===== config.mk =====
export PLATFORM = sky130hd
export DESIGN_NAME = i2c_master_engine
export DESIGN_NICKNAME = d
export VERILOG_FILES = /design/src/rtl/i2c_master_engine.sv
export SDC_FILE = /design/constraint.sdc
export NUM_CORES = 1
export LEC_CHECK = 0
export CAP_MARGIN = 10
export CORE_MARGIN = 4
export CORE_UTILIZATION = 45
export DETAILED_ROUTE_END_ITERATION = 10
export PLACE_DENSITY = 0.79
export SLEW_MARGIN = 20
export SYNTH_ARGS = -nofsm -noshare
export SYNTH_HDL_FRONTEND = slang
export SYNTH_SLANG_ARGS = --single-unit

===== constraint.sdc =====
create_clock -name clock -period 2.6 [get_ports clock]
set_input_delay 0.26 -clock clock [delete_from_list [all_inputs] [get_ports clock]]
set_output_delay 0.26 -clock clock [all_outputs]
set_load 0.05 [all_outputs]

===== src/rtl/i2c_master_engine.sv =====
// rtl/i2c_master_engine.sv - I2C write engine: START, three bytes with ACK checks, STOP
// Outputs are registered from next-state values so they line up with the current quarter phase.
module i2c_master_engine #(
  parameter int unsigned CLK_DIV = 125
) (
  input  logic        clock,
  input  logic        reset,
  input  logic        start_trans,
  input  logic [23:0] trans_data,
  input  logic        sda_in,
  output logic        scl_oe,
  output logic        sda_oe,
  output logic        idle,
  output logic        cl_high,
  output logic        ack_err
);

  localparam logic [7:0] LAST = 8'(CLK_DIV - 1);

  typedef enum logic [2:0] {S_IDLE, S_START, S_BIT, S_ACK, S_STOP} state_t;

  state_t      state_q, state_d;
  logic [7:0]  cnt_q, cnt_d;
  logic [1:0]  q_q, q_d;
  logic [23:0] shreg_q, shreg_d;
  logic [2:0]  bit_q, bit_d;
  logic [1:0]  byte_q, byte_d;
  logic        pend_q, pend_d;
  logic        ack_err_q, ack_err_d;
  logic        scl_q, scl_d;
  logic        sda_q, sda_d;
  logic        idle_q, idle_d;
  logic        cl_q, cl_d;
  logic        tick, wrap;

  always_ff @(posedge clock or negedge reset) begin
    if (!reset) begin
      state_q   <= S_IDLE;
      cnt_q     <= 8'd0;
      q_q       <= 2'd0;
      shreg_q   <= 24'd0;
      bit_q     <= 3'd0;
      byte_q    <= 2'd0;
      pend_q    <= 1'b0;
      ack_err_q <= 1'b0;
      scl_q     <= 1'b0;
      sda_q     <= 1'b0;
      idle_q    <= 1'b1;
      cl_q      <= 1'b0;
    end else begin
      state_q   <= state_d;
      cnt_q     <= cnt_d;
      q_q       <= q_d;
      shreg_q   <= shreg_d;
      bit_q     <= bit_d;
      byte_q    <= byte_d;
      pend_q    <= pend_d;
      ack_err_q <= ack_err_d;
      scl_q     <= scl_d;
      sda_q     <= sda_d;
      idle_q    <= idle_d;
      cl_q      <= cl_d;
    end
  end

  always_comb begin
    tick      = (cnt_q == LAST);
    wrap      = tick && (q_q == 2'd3);
    cnt_d     = tick ? 8'd0 : cnt_q + 8'd1;
    q_d       = tick ? q_q + 2'd1 : q_q;
    state_d   = state_q;
    shreg_d   = shreg_q;
    bit_d     = bit_q;
    byte_d    = byte_q;
    pend_d    = pend_q;
    ack_err_d = ack_err_q;

    case (state_q)
      // An accepted request waits in pend until the period boundary.
      S_IDLE: begin
        if (start_trans && idle_q) begin
          shreg_d   = trans_data;
          ack_err_d = 1'b0;
          pend_d    = 1'b1;
        end
        if (wrap && pend_q) begin
          state_d = S_START;
          pend_d  = 1'b0;
        end
      end
      S_START: begin
        if (wrap) begin
          state_d = S_BIT;
          bit_d   = 3'd0;
          byte_d  = 2'd0;
        end
      end
      S_BIT: begin
        if (wrap) begin
          shreg_d = {shreg_q[22:0], 1'b0};
          if (bit_q == 3'd7) begin
            bit_d   = 3'd0;
            state_d = S_ACK;
          end else begin
            bit_d = bit_q + 3'd1;
          end
        end
      end
      S_ACK: begin
        if (tick && (q_q == 2'd2) && sda_in) ack_err_d = 1'b1;
        if (wrap) begin
          if (ack_err_q || (byte_q == 2'd2)) begin
            state_d = S_STOP;
          end else begin
            byte_d  = byte_q + 2'd1;
            bit_d   = 3'd0;
            state_d = S_BIT;
          end
        end
      end
      S_STOP: begin
        if (wrap) begin
          state_d = S_IDLE;
          bit_d   = 3'd0;
          byte_d  = 2'd0;
        end
      end
      default: state_d = S_IDLE;
    endcase

    scl_d = 1'b0;
    sda_d = 1'b0;
    case (state_d)
      S_START: sda_d = q_d[1];
      S_BIT: begin
        scl_d = ~q_d[1];
        sda_d = ~shreg_d[23];
      end
      S_ACK:   scl_d = ~q_d[1];
      S_STOP: begin
        scl_d = (q_d == 2'd0);
        sda_d = ~q_d[1];
      end
      default: ;
    endcase
    idle_d = (state_d == S_IDLE) && !pend_d;
    cl_d   = tick && (q_q == 2'd2);
  end

  assign scl_oe  = scl_q;
  assign sda_oe  = sda_q;
  assign idle    = idle_q;
  assign cl_high = cl_q;
  assign ack_err = ack_err_q;

endmodule

==> results of run 1 <==
## cells in the final DEF (no fill, tap or decap), types with 3 or more instances in the layout
master / synthesis / layout
nor2_1: 14 / 14
nand2b_1: 3 / 3
a31oi_1: 3 / 3
and3_1: 3 / 3
clkbuf_8: 0 / 5
o21ai_0: 6 / 6
mux2_2: 4 / 4
nand3_1: 5 / 5
clkdlybuf4s50_1: 0 / 31
dfrtp_1: 47 / 47
inv_1: 8 / 8
xor2_1: 3 / 3
nand2_1: 56 / 56
a22oi_1: 22 / 22
buf_4: 0 / 4
a21oi_1: 5 / 5
ha_1: 7 / 7
## worst reg2reg max path, stage by stage, from the launching register on
cell      delay (ns)
dfrtp_1         0.43
inv_1           0.07
ha_1            0.19
and4b_1         0.26
and4_1          0.24
nor2_2          0.68
a221o_1         0.31
o211ai_2        0.09
## final cells by class
type	instances	area share, %
flip-flops and latches	48	43.5
multi-input cells	159	34.9
repair buffers	37	12.8
well taps	67	3.03
clock buffers	5	2.49
clock inverters	2	2.17
inverters	8	1.09
## flip-flops by register name (all words and copies together) (netlist names)
| register | flops |
|---|---|
| cnt_q | 8 |
| idle | 1 |
| ack_err | 1 |
| pend_q | 1 |
| state_q | 3 |
| cl_high | 1 |
| bit_q | 3 |
| sda_oe | 1 |
| shreg_q | 24 |
| q_q | 2 |
| scl_oe | 1 |
| byte_q | 2 |
## metrics by stage
| stage | cell area [sq um] | util, % | hold slack, ns |
|---|---|---|---|
| finish | 2770 | 57.4 | 0.457 |
| floorplan | 2280 | - | -0.0356 |
| global placement | 2630 | 54.5 | 0.263 |
| detailed placement | 2630 | 54.5 | 0.273 |
| global route | 2770 | 57.4 | 0.506 |
| CTS | 2770 | 57.4 | 0.475 |
## routing by layer
metal	up-vias	global-route usage (%)	wire (um)
met3	4	2.38	132
met1	818	20.3	2150
met5	-	0	0
met2	36	24.8	2130
met4	0	4.30	51
li1	845	-	-
## worst max-delay path by stage
stage	slack, ns	from	depth (start not counted)	end
floorplan	0.73	cnt_q[0]$_DFF_PN0_	9	sda_oe$_DFF_PN0_
global placement	0.32	cnt_q[0]$_DFF_PN0_	7	sda_oe$_DFF_PN0_
detailed placement	0.24	cnt_q[0]$_DFF_PN0_	7	sda_oe$_DFF_PN0_
CTS	0.22	cnt_q[0]$_DFF_PN0_	7	sda_oe$_DFF_PN0_
global route	0.01	cnt_q[0]$_DFF_PN0_	7	sda_oe$_DFF_PN0_
finish	0.22	cnt_q[0]$_DFF_PN0_	7	sda_oe$_DFF_PN0_
## cells by family after synthesis
| group | Yosys count |
|---|---|
| flip-flops | 48 |
| AND/OR/NAND/NOR | 97 |
| XOR/XNOR | 5 |
| multiplexers | 5 |
| adder cells (fa/ha/maj) | 7 |
| buffers and inverters | 23 |
| AO/OA/AOI/OAI | 45 |
## power by group through the flow
stage / clock network [mW] / registers (mW) / logic, mW
after CTS: 0.626 / 0.909 / 0.193
after detailed placement: 0 / 0.922 / 0.191
after global routing: 0.649 / 0.923 / 0.220
after global placement: 0 / 0.922 / 0.186
after floorplan: 0 / 0.920 / 0.100
final: 0.611 / 0.910 / 0.189
## what timing repair did
action | CTS | global route
setup buffers | 0 | 0
hold endpoints to repair | 20 | 0
setup endpoints to repair | 0 | 0
hold buffers | 1 | 0
resized for setup | 0 | 0
==> summary.txt, run 1 <==
Global routing
  • First-pass GRT wire length: between 7000 and 8000 um
  • Total GRT Usage: around 15%
  • Grt ovf: 0
  • Vias in the first global route: approximately 1700
  • Largest net degree at the start of global routing: 29
  • Antenna violations before repair: 0

Route
  • Final ANT Viol Nets: 0
  • Drt wl/cell: about 14 um
  • DRC: 0
  • DRT iter0 DRCs: 130
  • Total number of vias: 1703
  • Final wirelength: approximately 4500 um
  • Drt pass-1 iters: 5
  • Via-per-instance ratio: between 5 and 6

Clock network
  • Root buffer cell: clkbuf_8
  • Max Buffers Root-to-Sink: 2
  • CTS tree: built
  • Clock sink total: 48
  • Clock H-tree levels: 2
  • Cts bufs inserted: 5
  • Worst skew pair latency: 0.29 ns
  • Clock slew at reported path FFs: around 0.09 ns

Critical path
  • Critical path class: flip-flop to flip-flop
  • RR Endpoint: sda_oe$_DFF_PN0_
  • Buf/Inv on CP: 1
  • Critical-path top delay cell: nor2_2
  • Slowest stage delay, CP: around 0.68 ns
  • RR Startpoint: cnt_q[0]$_DFF_PN0_
  • CP startpoint kind: flip-flop
  • Worst-path fanout max: 23
  • Worst EP required: 2.78 ns
  • Worst reg2reg setup slack: ~0.22 ns
  • Crit path capture type: flip-flop
  • CP top delay family: simple AND/OR/NAND/NOR gates
  • Reg2reg path depth: 7
  • CP cell instances: inv_1 > ha_1 > and4b_1 > and4_1 > nor2_2 > a221o_1 > o211ai_2
  • WP data arrival: roughly 2.6 ns

Power and ir drop
  • Switching power total: around 0.39 mW
  • LEAKAGE: between 1 and 1.5 nW
  • Flop pwr share: between 50% and 60%
  • Tot Pwr: ~1.7 mW
  • P_int: 1.32 mW
  • Combinational fraction of design power: 11.1%
  • Pwr Density: 618 mW/mm^2
  • Clk network pwr share: between 30% and 40%
  • Sw Ratio: 22.6%
  • Max IR drop VDD: 365 uV

Yosys
  • Adder-Cell Fraction of Synth Area: roughly 3.8%
  • Prevailing post-synth register cell: dfrtp_1
  • Syn avg cell area: 9.93 sq um
  • Count leader, synth: nand2_1
  • Post-synth top area cell: dfrtp_1
  • Number of synthesized register bits: between 40 and 50
  • Mux cell area share after synthesis: around 2.4%
  • Syn nets: roughly 270
  • Synthesized instance count: 230
  • Top cells by area, synth: dfrtp_1, nand2_1, a22oi_1, ha_1, buf_2
  • Distinct cells, synth: 42
  • Fraction of registers with async set/reset: 100%
  • Post-synthesis xor/xnor area fraction: under 10%
  • Synth cell count leaders: nand2_1, dfrtp_1, a22oi_1
  • Simple-Gate Fraction of Synth Area: approximately 19%
  • Area share of the largest cell type after synthesis: just over 50%
  • Cell area after synthesis: about 0.0023 sq mm
  • Largest family of logic cells by synthesized area: simple AND/OR/NAND/NOR gates
  • Sequential area share after synthesis: around 53%
  • Number of synthesized flops with an enable pin: 0
  • Yosys warns: 0
  • Compound-gate portion of the synthesized area: around 15%

STA
  • Slew HR: about two fifths
  • Max Transition Viols Final: 0
  • Final worst path period share: 91.4%
  • Final Critical Period: roughly 2.4 ns
  • Clk_skew: 0.00589 ns
  • Hold Vio Cnt, Final: 0
  • FMAX: around 420 MHz
  • Unrepaired setup endpoints after global routing: false
  • Final setup vio count: 0
  • Worst slew pin tran: between 0.8 and 0.9 ns
  • Setup TNS: 0 ns
  • Final setup margin: around 0.22 ns

Placement
  • Placed Cells: 318
  • Port Buffers: 32
  • GP Congestion: just over 0.8
  • Dpl hpwl: between 3000 and 4000 um
  • Placement Setup Slack: 0.244 ns

Floorplanning
  • Initial Utilization: 47.4%
  • Vert. Die Dim: around 79 um
  • Core box area: 0.00482 sq mm
  • Ports: 33
  • Die X-Extent: 79.3 um
  • Die Area: ~0.0063 sq mm
  • Row count: 25

Finish
  • Layout cell share with drive strength beyond 1: 9.65%
  • Area delta synth->final: 21.1%
  • Register Area: between 0.001 and 0.0015 sq mm
  • Multi-input gate area: ~970 sq um
  • Layout Cells excl Fill: ~330
  • FILL cells: ~440
  • Inserted Diodes: 0
  • Nets: just under 300

Job
  • Max_cap viols: 0

Status
  • Outcome: finished clean

Hold path
  • Class of the worst hold path: input port to asynchronous set/reset pin
No activity file was read; power rests on OpenSTA's default activity.
==> run 2, diff against run 1 <==
--- a/config.mk
+++ b/config.mk
@@ -5,11 +5,11 @@
 export SDC_FILE = /design/constraint.sdc
 export NUM_CORES = 1
 export LEC_CHECK = 0
-export CAP_MARGIN = 10
 export CORE_MARGIN = 4
 export CORE_UTILIZATION = 45
 export DETAILED_ROUTE_END_ITERATION = 10
-export PLACE_DENSITY = 0.79
+export DONT_BUFFER_PORTS = 1
+export PLACE_DENSITY = 0.71
 export SLEW_MARGIN = 20
 export SYNTH_ARGS = -nofsm -noshare
 export SYNTH_HDL_FRONTEND = slang
==> run 2 against run 1 <==
  * Largest cell class unchanged
  * Routed wire length fell by 3.1%
  * Sequential power rose by 1%
  * Count of clock-buffer cells in the layout rose by 2
  * Critical path depth did not move
  * Power fell by 12%
  * Utilization fell by 6.9 points
  * Largest power group unchanged
  * Worst hold slack got worse by 0.39 ns
==> summary.txt, run 2 (synthesized netlist as in run 1, its figures left out) <==
Finish
  • Inserted Diodes: 0 (unchanged)
  • Area delta synth->final: 6.63% (was 21.1%)
  • Reg with most FFs: shreg_q (unchanged)
  • Layout Cells excl Fill: 295 (was 326)
  • Top Registers: shreg_q (24), cnt_q (8) (unchanged)
  • Most frequent cells in the layout: nand2_1, dfrtp_1, a22oi_1, nor2_1, inv_1 (was nand2_1, dfrtp_1, clkdlybuf4s50_1, a22oi_1, nor2_1)
  • Max reg flops: 24 (unchanged)
  • Layout cell share with drive strength beyond 1: 10.5% (was 9.65%)
  • Nets: 262 (was 294)
  • Commonest non-fill, non-tap cell in the layout: nand2_1 (unchanged)

Critical path
  • Slowest stage delay, CP: 0.67 ns (was 0.68 ns)
  • Worst-path fanout max: 23 (unchanged)
  • CP Launch Point: cnt_q[0]$_DFF_PN0_ (unchanged)
  • CP startpoint kind: flip-flop (unchanged)
  • Buf/Inv on CP: 1 (unchanged)
  • Critical Path Sink: sda_oe$_DFF_PN0_ (unchanged)
  • Crit path capture type: flip-flop (unchanged)
  • Critical path depth in cells: 7 (unchanged)
  • Critical-path top delay cell: nor2_2 (unchanged)
  • CP cell instances: inv_1 > ha_1 > and4b_1 > and4_1 > nor2_2 > a221o_1 > o211ai_2 (unchanged)
  • Critical path class: flip-flop to flip-flop (unchanged)
  • RR Endpoint: sda_oe$_DFF_PN0_ (unchanged)
  • WP data arrival: 2.40 ns (was 2.55 ns)
  • CP top delay family: simple AND/OR/NAND/NOR gates (unchanged)
  • Worst reg2reg setup slack: 0.38 ns (was 0.22 ns)
  • Worst EP required: 2.78 ns (about the same)
  • Reg2reg path depth: 7 (unchanged)
  • RR Startpoint: cnt_q[0]$_DFF_PN0_ (unchanged)

Power and ir drop
  • Switching power total: 0.386 mW (was 0.387 mW)
  • Sw Ratio: 25.5% (was 22.6%)
  • Pwr Density: 620 mW/mm^2 (was 618 mW/mm^2)
  • LEAKAGE: 1.18 nW (was 1.31 nW)
  • Tot Pwr: 1.51 mW (was 1.71 mW)
  • Max IR drop VDD: 250 uV (was 365 uV)
  • Combinational fraction of design power: 8.8% (was 11.1%)
  • Flop pwr share: 61.0% (was 53.2%)
  • P_int: 1.13 mW (was 1.32 mW)
  • Clk network pwr share: 30.2% (was 35.7%)

Global routing
  • Antenna violations before repair: 0 (unchanged)
  • Grt ovf: 0 (unchanged)
  • Total GRT Usage: 15.5% (was 15.0%)
  • Largest net degree at the start of global routing: 49 (was 29)
  • Vias in the first global route: 1607 (was 1692)
  • First-pass GRT wire length: 7620 um (was 7600 um)

Clock network
  • Cts bufs inserted: 5 (unchanged)
  • Worst skew pair latency: 0.30 ns (was 0.29 ns)
  • Max Buffers Root-to-Sink: 2 (unchanged)
  • Clock H-tree levels: 2 (unchanged)
  • Clock sink total: 48 (unchanged)
  • CTS tree: built (unchanged)
  • Clock slew at reported path FFs: 0.09 ns (about the same)
  • Root buffer cell: clkbuf_8 (unchanged)

STA
  • Final setup margin: 0.382 ns (was 0.224 ns)
  • Max Transition Viols Final: 0 (unchanged)
  • Worst slew pin tran: 0.880 ns (was 0.888 ns)
  • Final worst path period share: 85.3% (was 91.4%)
  • Final setup vio count: 0 (unchanged)
  • Slew HR: 41.2% (was 40.8%)
  • Clk_skew: 0.0139 ns (was 0.00589 ns)
  • Final Critical Period: 2.22 ns (was 2.38 ns)
  • Unrepaired setup endpoints after global routing: false (unchanged)
  • FMAX: 451 MHz (was 421 MHz)
  • Setup TNS: 0 ns (unchanged)
  • Hold Vio Cnt, Final: 0 (unchanged)

Job
  • Max_cap viols: 0 (unchanged)

Route
  • Final ANT Viol Nets: 0 (unchanged)
  • Drt wl/cell: 14.7 um (was 13.7 um)
  • DRT iter0 DRCs: 101 (was 130)
  • Via-per-instance ratio: 5.35 (was 5.22)
  • Total number of vias: 1579 (was 1703)
  • DRC: 0 (unchanged)
  • Final wirelength: 4330 um (was 4470 um)
  • Drt pass-1 iters: 4 (was 5)

Hold path
  • Class of the worst hold path: input port to flip-flop (was input port to asynchronous set/reset pin)

Floorplanning
  • Die Area: 0.00628 sq mm (unchanged)
  • Die X-Extent: 79.3 um (unchanged)
  • Vert. Die Dim: 79.3 um (unchanged)
  • Initial Utilization: 47.4% (unchanged)
  • Row count: 25 (unchanged)
  • Core box area: 0.00482 sq mm (unchanged)
  • Ports: 33 (unchanged)

Placement
  • Dpl hpwl: 2930 um (was 3140 um)
  • Placed Cells: 285 (was 318)
  • GP Congestion: 0.769 (was 0.817)
  • Port Buffers: 0 (was 32)
  • Placement Setup Slack: 0.357 ns (was 0.244 ns)

Status
  • Outcome: finished clean (unchanged)
==> run 2: cell count changes in the layout (fill, tap and decap cells not counted), sizes merged <==
| cell | change |
|---|---|
| clkbuf | +2 |
| clkdlybuf4s50 | -31 |
| clkinvlp | +1 |
| buf | -1 |
| bufinv | -2 |
==> run 2: worst min-delay path by stage <==
stage,startpoint,end,slack (ns),cells after the start
final,trans_data[0],shreg_q[0]$_DFFE_PN0P_,0.07,2
after global routing,trans_data[0],shreg_q[0]$_DFFE_PN0P_,0.06,2
after CTS,trans_data[0],shreg_q[0]$_DFFE_PN0P_,0.07,2
after detailed placement,reset,cnt_q[4]$_DFF_PN0_,-0.03,0
after global placement,reset,cnt_q[2]$_DFF_PN0_,-0.03,0
after floorplan,reset,ack_err$_DFFE_PN0P_,-0.04,0
==> run 2: layout make-up <==
class                           instances  area, sq um
Sequential cell                        48         1200
Timing Repair Buffer                    5         60.1
Clock buffer                            7         86.3
Multi-Input combinational cell        159          966
Inverter                                8         30.0
Clock inverter                          1         7.51
Tap cell                               67         83.8
Fill cell                             468         2380
==> run 2: per-layer routing <==
layer,vias to the layer above,GRT usage (%),part of all wire [%]
li1,790,-,-
met1,749,20.2,46
met2,33,23.5,46
met3,7,6.12,6.6
met4,0,5.15,1.4
met5,-,0,0
==> run 2: worst register-to-register path, stage by stage (launching register included) <==
cell and delay (ns):
dfrtp_1 0.43, inv_1 0.06, ha_1 0.18, and4b_1 0.17
and4_1 0.19, nor2_2 0.67, a221o_1 0.31, o211ai_2 0.09
==> run 2: metrics by stage <==
| stage | utilization [%] | hold WS, ns | instance area [sq um] |
|---|---|---|---|
| 2_1_floorplan | - | -0.0356 | 2280 |
| 3_3_place_gp | 47.8 | -0.0331 | 2300 |
| 3_5_place_dp | 47.8 | -0.0331 | 2300 |
| 4_1_cts | 50.6 | 0.0689 | 2440 |
| 5_1_grt | 50.6 | 0.0638 | 2440 |
| 6_report | 50.6 | 0.0715 | 2440 |
==> run 2: power by group through the flow <==
| stage | clock network [mW] | logic, mW | registers [mW] |
|---|---|---|---|
| 3_5_place_dp | 0 | 0.116 | 0.935 |
| 6_report | 0.456 | 0.133 | 0.922 |
| 2_1_floorplan | 0 | 0.100 | 0.920 |
| 4_1_cts | 0.469 | 0.137 | 0.922 |
| 5_1_grt | 0.499 | 0.165 | 0.936 |
| 3_3_place_gp | 0 | 0.109 | 0.936 |
==> run 2: timing repair <==
action,CTS,global route
hold buffers,2,0
buffers inserted,0,0
endpoints found under the setup margin,0,0
hold endpoints to repair,48,0
resized for setup,0,0
==> run 3, diff against run 2 <==
--- a/config.mk
+++ b/config.mk
@@ -5,11 +5,12 @@
 export SDC_FILE = /design/constraint.sdc
 export NUM_CORES = 1
 export LEC_CHECK = 0
+export CORE_ASPECT_RATIO = 1.75
 export CORE_MARGIN = 4
-export CORE_UTILIZATION = 45
+export CORE_UTILIZATION = 62
 export DETAILED_ROUTE_END_ITERATION = 10
 export DONT_BUFFER_PORTS = 1
-export PLACE_DENSITY = 0.71
+export PLACE_DENSITY_LB_ADDON = 0.12
 export SLEW_MARGIN = 20
 export SYNTH_ARGS = -nofsm -noshare
 export SYNTH_HDL_FRONTEND = slang
==> run 3 against run 2 <==
  * Cell count shrank 7.8%
  * Global-route usage rose by 5.8 points
  * Worst setup slack gained 0.021 ns
  * Die area decreased by 24%
  * Final area decreased by 1.8%
  * Highest routed layer unchanged
==> summary.txt, run 3 (synthesized netlist as in run 1, its figures left out) <==
Finish
  • Register Area: 0.00120 sq mm (unchanged)
  • Inserted Diodes: 0 (unchanged)
  • Multi-input gate area: 966 sq um (unchanged)
  • Layout Cells excl Fill: 272 (was 295)
  • FILL cells: 265 (was 468)
  • Area delta synth->final: 4.71% (was 6.63%)
  • Nets: 262 (unchanged)
  • Final core utilization: 69.0% (was 50.6%)
  • Max reg flops: 24 (unchanged)
  • Most frequent cells in the layout: nand2_1, dfrtp_1, a22oi_1, nor2_1, inv_1 (unchanged)
  • Top Registers: shreg_q (24), cnt_q (8) (unchanged)
  • Reg with most FFs: shreg_q (unchanged)
  • Commonest non-fill, non-tap cell in the layout: nand2_1 (unchanged)
  • Layout cell share with drive strength beyond 1: 10.1% (was 10.5%)

Global routing
  • Largest net degree at the start of global routing: 49 (unchanged)
  • Total GRT Usage: 21.2% (was 15.5%)
  • Met2 usage in global routing: 37.1% (was 23.5%)
  • Routing usage on met1: 23.2% (was 20.2%)
  • Vias in the first global route: 1654 (was 1607)
  • Antenna violations before repair: 0 (unchanged)
  • Grt ovf: 0 (unchanged)
  • Layer with the highest usage: met2 (unchanged)
  • First-pass GRT wire length: 7450 um (was 7620 um)
  • Met3 usage: 7.42% (was 6.12%)

Route
  • Drt pass-1 iters: 5 (was 4)
  • Total number of vias: 1630 (was 1579)
  • DRC: 0 (unchanged)
  • Via-per-instance ratio: 5.99 (was 5.35)
  • DRT iter0 DRCs: 42 (was 101)
  • Drt wl/cell: 15.8 um (was 14.7 um)
  • Final wirelength: 4300 um (was 4330 um)
  • Final ANT Viol Nets: 0 (unchanged)

STA
  • Worst hold slack: 0.113 ns (was 0.0715 ns)
  • Worst slew pin tran: 0.827 ns (was 0.880 ns)
  • Final worst path period share: 84.5% (was 85.3%)
  • Max Transition Viols Final: 0 (unchanged)
  • Setup TNS: 0 ns (unchanged)
  • FMAX: 455 MHz (was 451 MHz)
  • Clk_skew: 0.00605 ns (was 0.0139 ns)
  • Final setup margin: 0.403 ns (was 0.382 ns)
  • Slew HR: 44.8% (was 41.2%)
  • Final setup vio count: 0 (unchanged)
  • Final Critical Period: 2.20 ns (was 2.22 ns)
  • Hold Vio Cnt, Final: 0 (unchanged)
  • Unrepaired setup endpoints after global routing: false (unchanged)

Clock network
  • Clock sink total: 48 (unchanged)
  • Cts bufs inserted: 5 (unchanged)
  • Clock H-tree levels: 2 (unchanged)
  • Root buffer cell: clkbuf_8 (unchanged)
  • Clock slew at reported path FFs: 0.08 ns (was 0.09 ns)
  • Max Buffers Root-to-Sink: 2 (unchanged)
  • Resize count post-CTS: 0 (unchanged)
  • CTS tree: built (unchanged)
  • Worst skew pair latency: 0.29 ns (was 0.30 ns)

Critical path
  • Slowest stage delay, CP: 0.63 ns (was 0.67 ns)
  • Critical path class: flip-flop to flip-flop (unchanged)
  • RR Startpoint: cnt_q[0]$_DFF_PN0_ (unchanged)
  • CP cell instances: inv_1 > ha_1 > and4b_1 > and4_1 > nor2_2 > a221o_1 > o211ai_2 (unchanged)
  • WP data arrival: 2.37 ns (was 2.40 ns)
  • Worst-path fanout max: 23 (unchanged)
  • Worst EP required: 2.77 ns (was 2.78 ns)
  • CP startpoint kind: flip-flop (unchanged)
  • Reg2reg path depth: 7 (unchanged)
  • RR Endpoint: sda_oe$_DFF_PN0_ (unchanged)
  • Critical-path top delay cell: nor2_2 (unchanged)
  • Crit path capture type: flip-flop (unchanged)
  • Worst reg2reg setup slack: 0.40 ns (was 0.38 ns)

Power and ir drop
  • Max IR drop VDD: 459 uV (was 250 uV)
  • LEAKAGE: 1.17 nW (was 1.18 nW)
  • Pwr Density: 610 mW/mm^2 (was 620 mW/mm^2)

Placement
  • Placed Cells: 263 (was 285)
  • Dpl hpwl: 3210 um (was 2930 um)
  • Port Buffers: 0 (unchanged)
  • Placement Setup Slack: 0.348 ns (was 0.357 ns)
  • GP Congestion: 0.930 (was 0.769)

Hold path
  • Hold Path End: shreg_q[15]$_DFFE_PN0P_ (was shreg_q[0]$_DFFE_PN0P_)
  • Worst hold path depth: 2 (unchanged)
  • Hold Crit Start: trans_data[15] (was trans_data[0])
  • Class of the worst hold path: input port to flip-flop (unchanged)

Status
  • Outcome: finished clean (unchanged)

Floorplanning
  • Ports: 33 (unchanged)
  • Row count: 28 (was 25)
  • Core box area: 0.00347 sq mm (was 0.00482 sq mm)
  • Vert. Die Dim: 88.3 um (was 79.3 um)
  • Die Area: 0.00476 sq mm (was 0.00628 sq mm)
  • Initial Utilization: 65.9% (was 47.4%)
  • Die X-Extent: 53.9 um (was 79.3 um)

Job
  • Max_cap viols: 0 (unchanged)
==> run 3: changes by cell type in the layout (fill, tap and decap cells not counted) <==
cell        previous run  this run
clkbuf_8               6         5
clkinv_2               0         1
clkinvlp_4             1         0
==> run 3: what timing repair did <==
item / 4_1_cts / 5_1_grt
setup buffers: 0 / 0
hold buffers: 2 / 0
endpoints found under the hold margin: 48 / 0
==> run 3: layout make-up <==
type / count / share of cell area [%]
flip-flops and latches: 48 / 50.3
multi-input cells: 159 / 40.4
clock buffers: 6 / 3.03
repair buffers: 5 / 2.51
well taps: 45 / 2.35
inverters: 8 / 1.26
clock inverters: 1 / 0.209
==> run 3: worst max-delay path by stage <==
stage,from,endpoint,slack [ns],cells past startpoint
6_report,cnt_q[0]$_DFF_PN0_,sda_oe$_DFF_PN0_,0.40,7
5_1_grt,cnt_q[0]$_DFF_PN0_,sda_oe$_DFF_PN0_,0.20,7
4_1_cts,cnt_q[0]$_DFF_PN0_,sda_oe$_DFF_PN0_,0.36,7
3_5_place_dp,cnt_q[0]$_DFF_PN0_,sda_oe$_DFF_PN0_,0.35,7
3_3_place_gp,cnt_q[0]$_DFF_PN0_,sda_oe$_DFF_PN0_,0.44,7
2_1_floorplan,cnt_q[0]$_DFF_PN0_,sda_oe$_DFF_PN0_,0.73,9
==> run 3: critical path: cells and delay by family, from the launching register on <==
family / cells / cell delay, ns
DFF: 1 / 0.44
adders and majority gates: 1 / 0.18
buffers and inverters: 1 / 0.07
and+or+nand+nor: 3 / 1.00
AOI/OAI and AO/OA: 2 / 0.39
==> run 3: metrics by stage <==
step	power, mW	cell area [sq um]
2_1_floorplan	1.02	2280
3_3_place_gp	1.04	2280
3_5_place_dp	1.06	2280
4_1_cts	1.49	2390
5_1_grt	1.56	2390
6_report	1.46	2390
==> run 3: layer usage <==
| metal | up-vias | share of wire, % |
|---|---|---|
| li1 | 786 | - |
| met1 | 795 | 38 |
| met2 | 41 | 53 |
| met3 | 8 | 7.1 |
| met4 | 0 | 1.9 |
| met5 | - | 0 |
==> run 3: power by group <==
group	total [mW]	internal, mW	switching, mW	leakage (nW)
Clock	0.393	0.183	0.211	0.0410
Sequential	0.927	0.854	0.0728	0.615
Combinational	0.140	0.0550	0.0845	0.516
Total	1.46	1.09	0.368	1.17
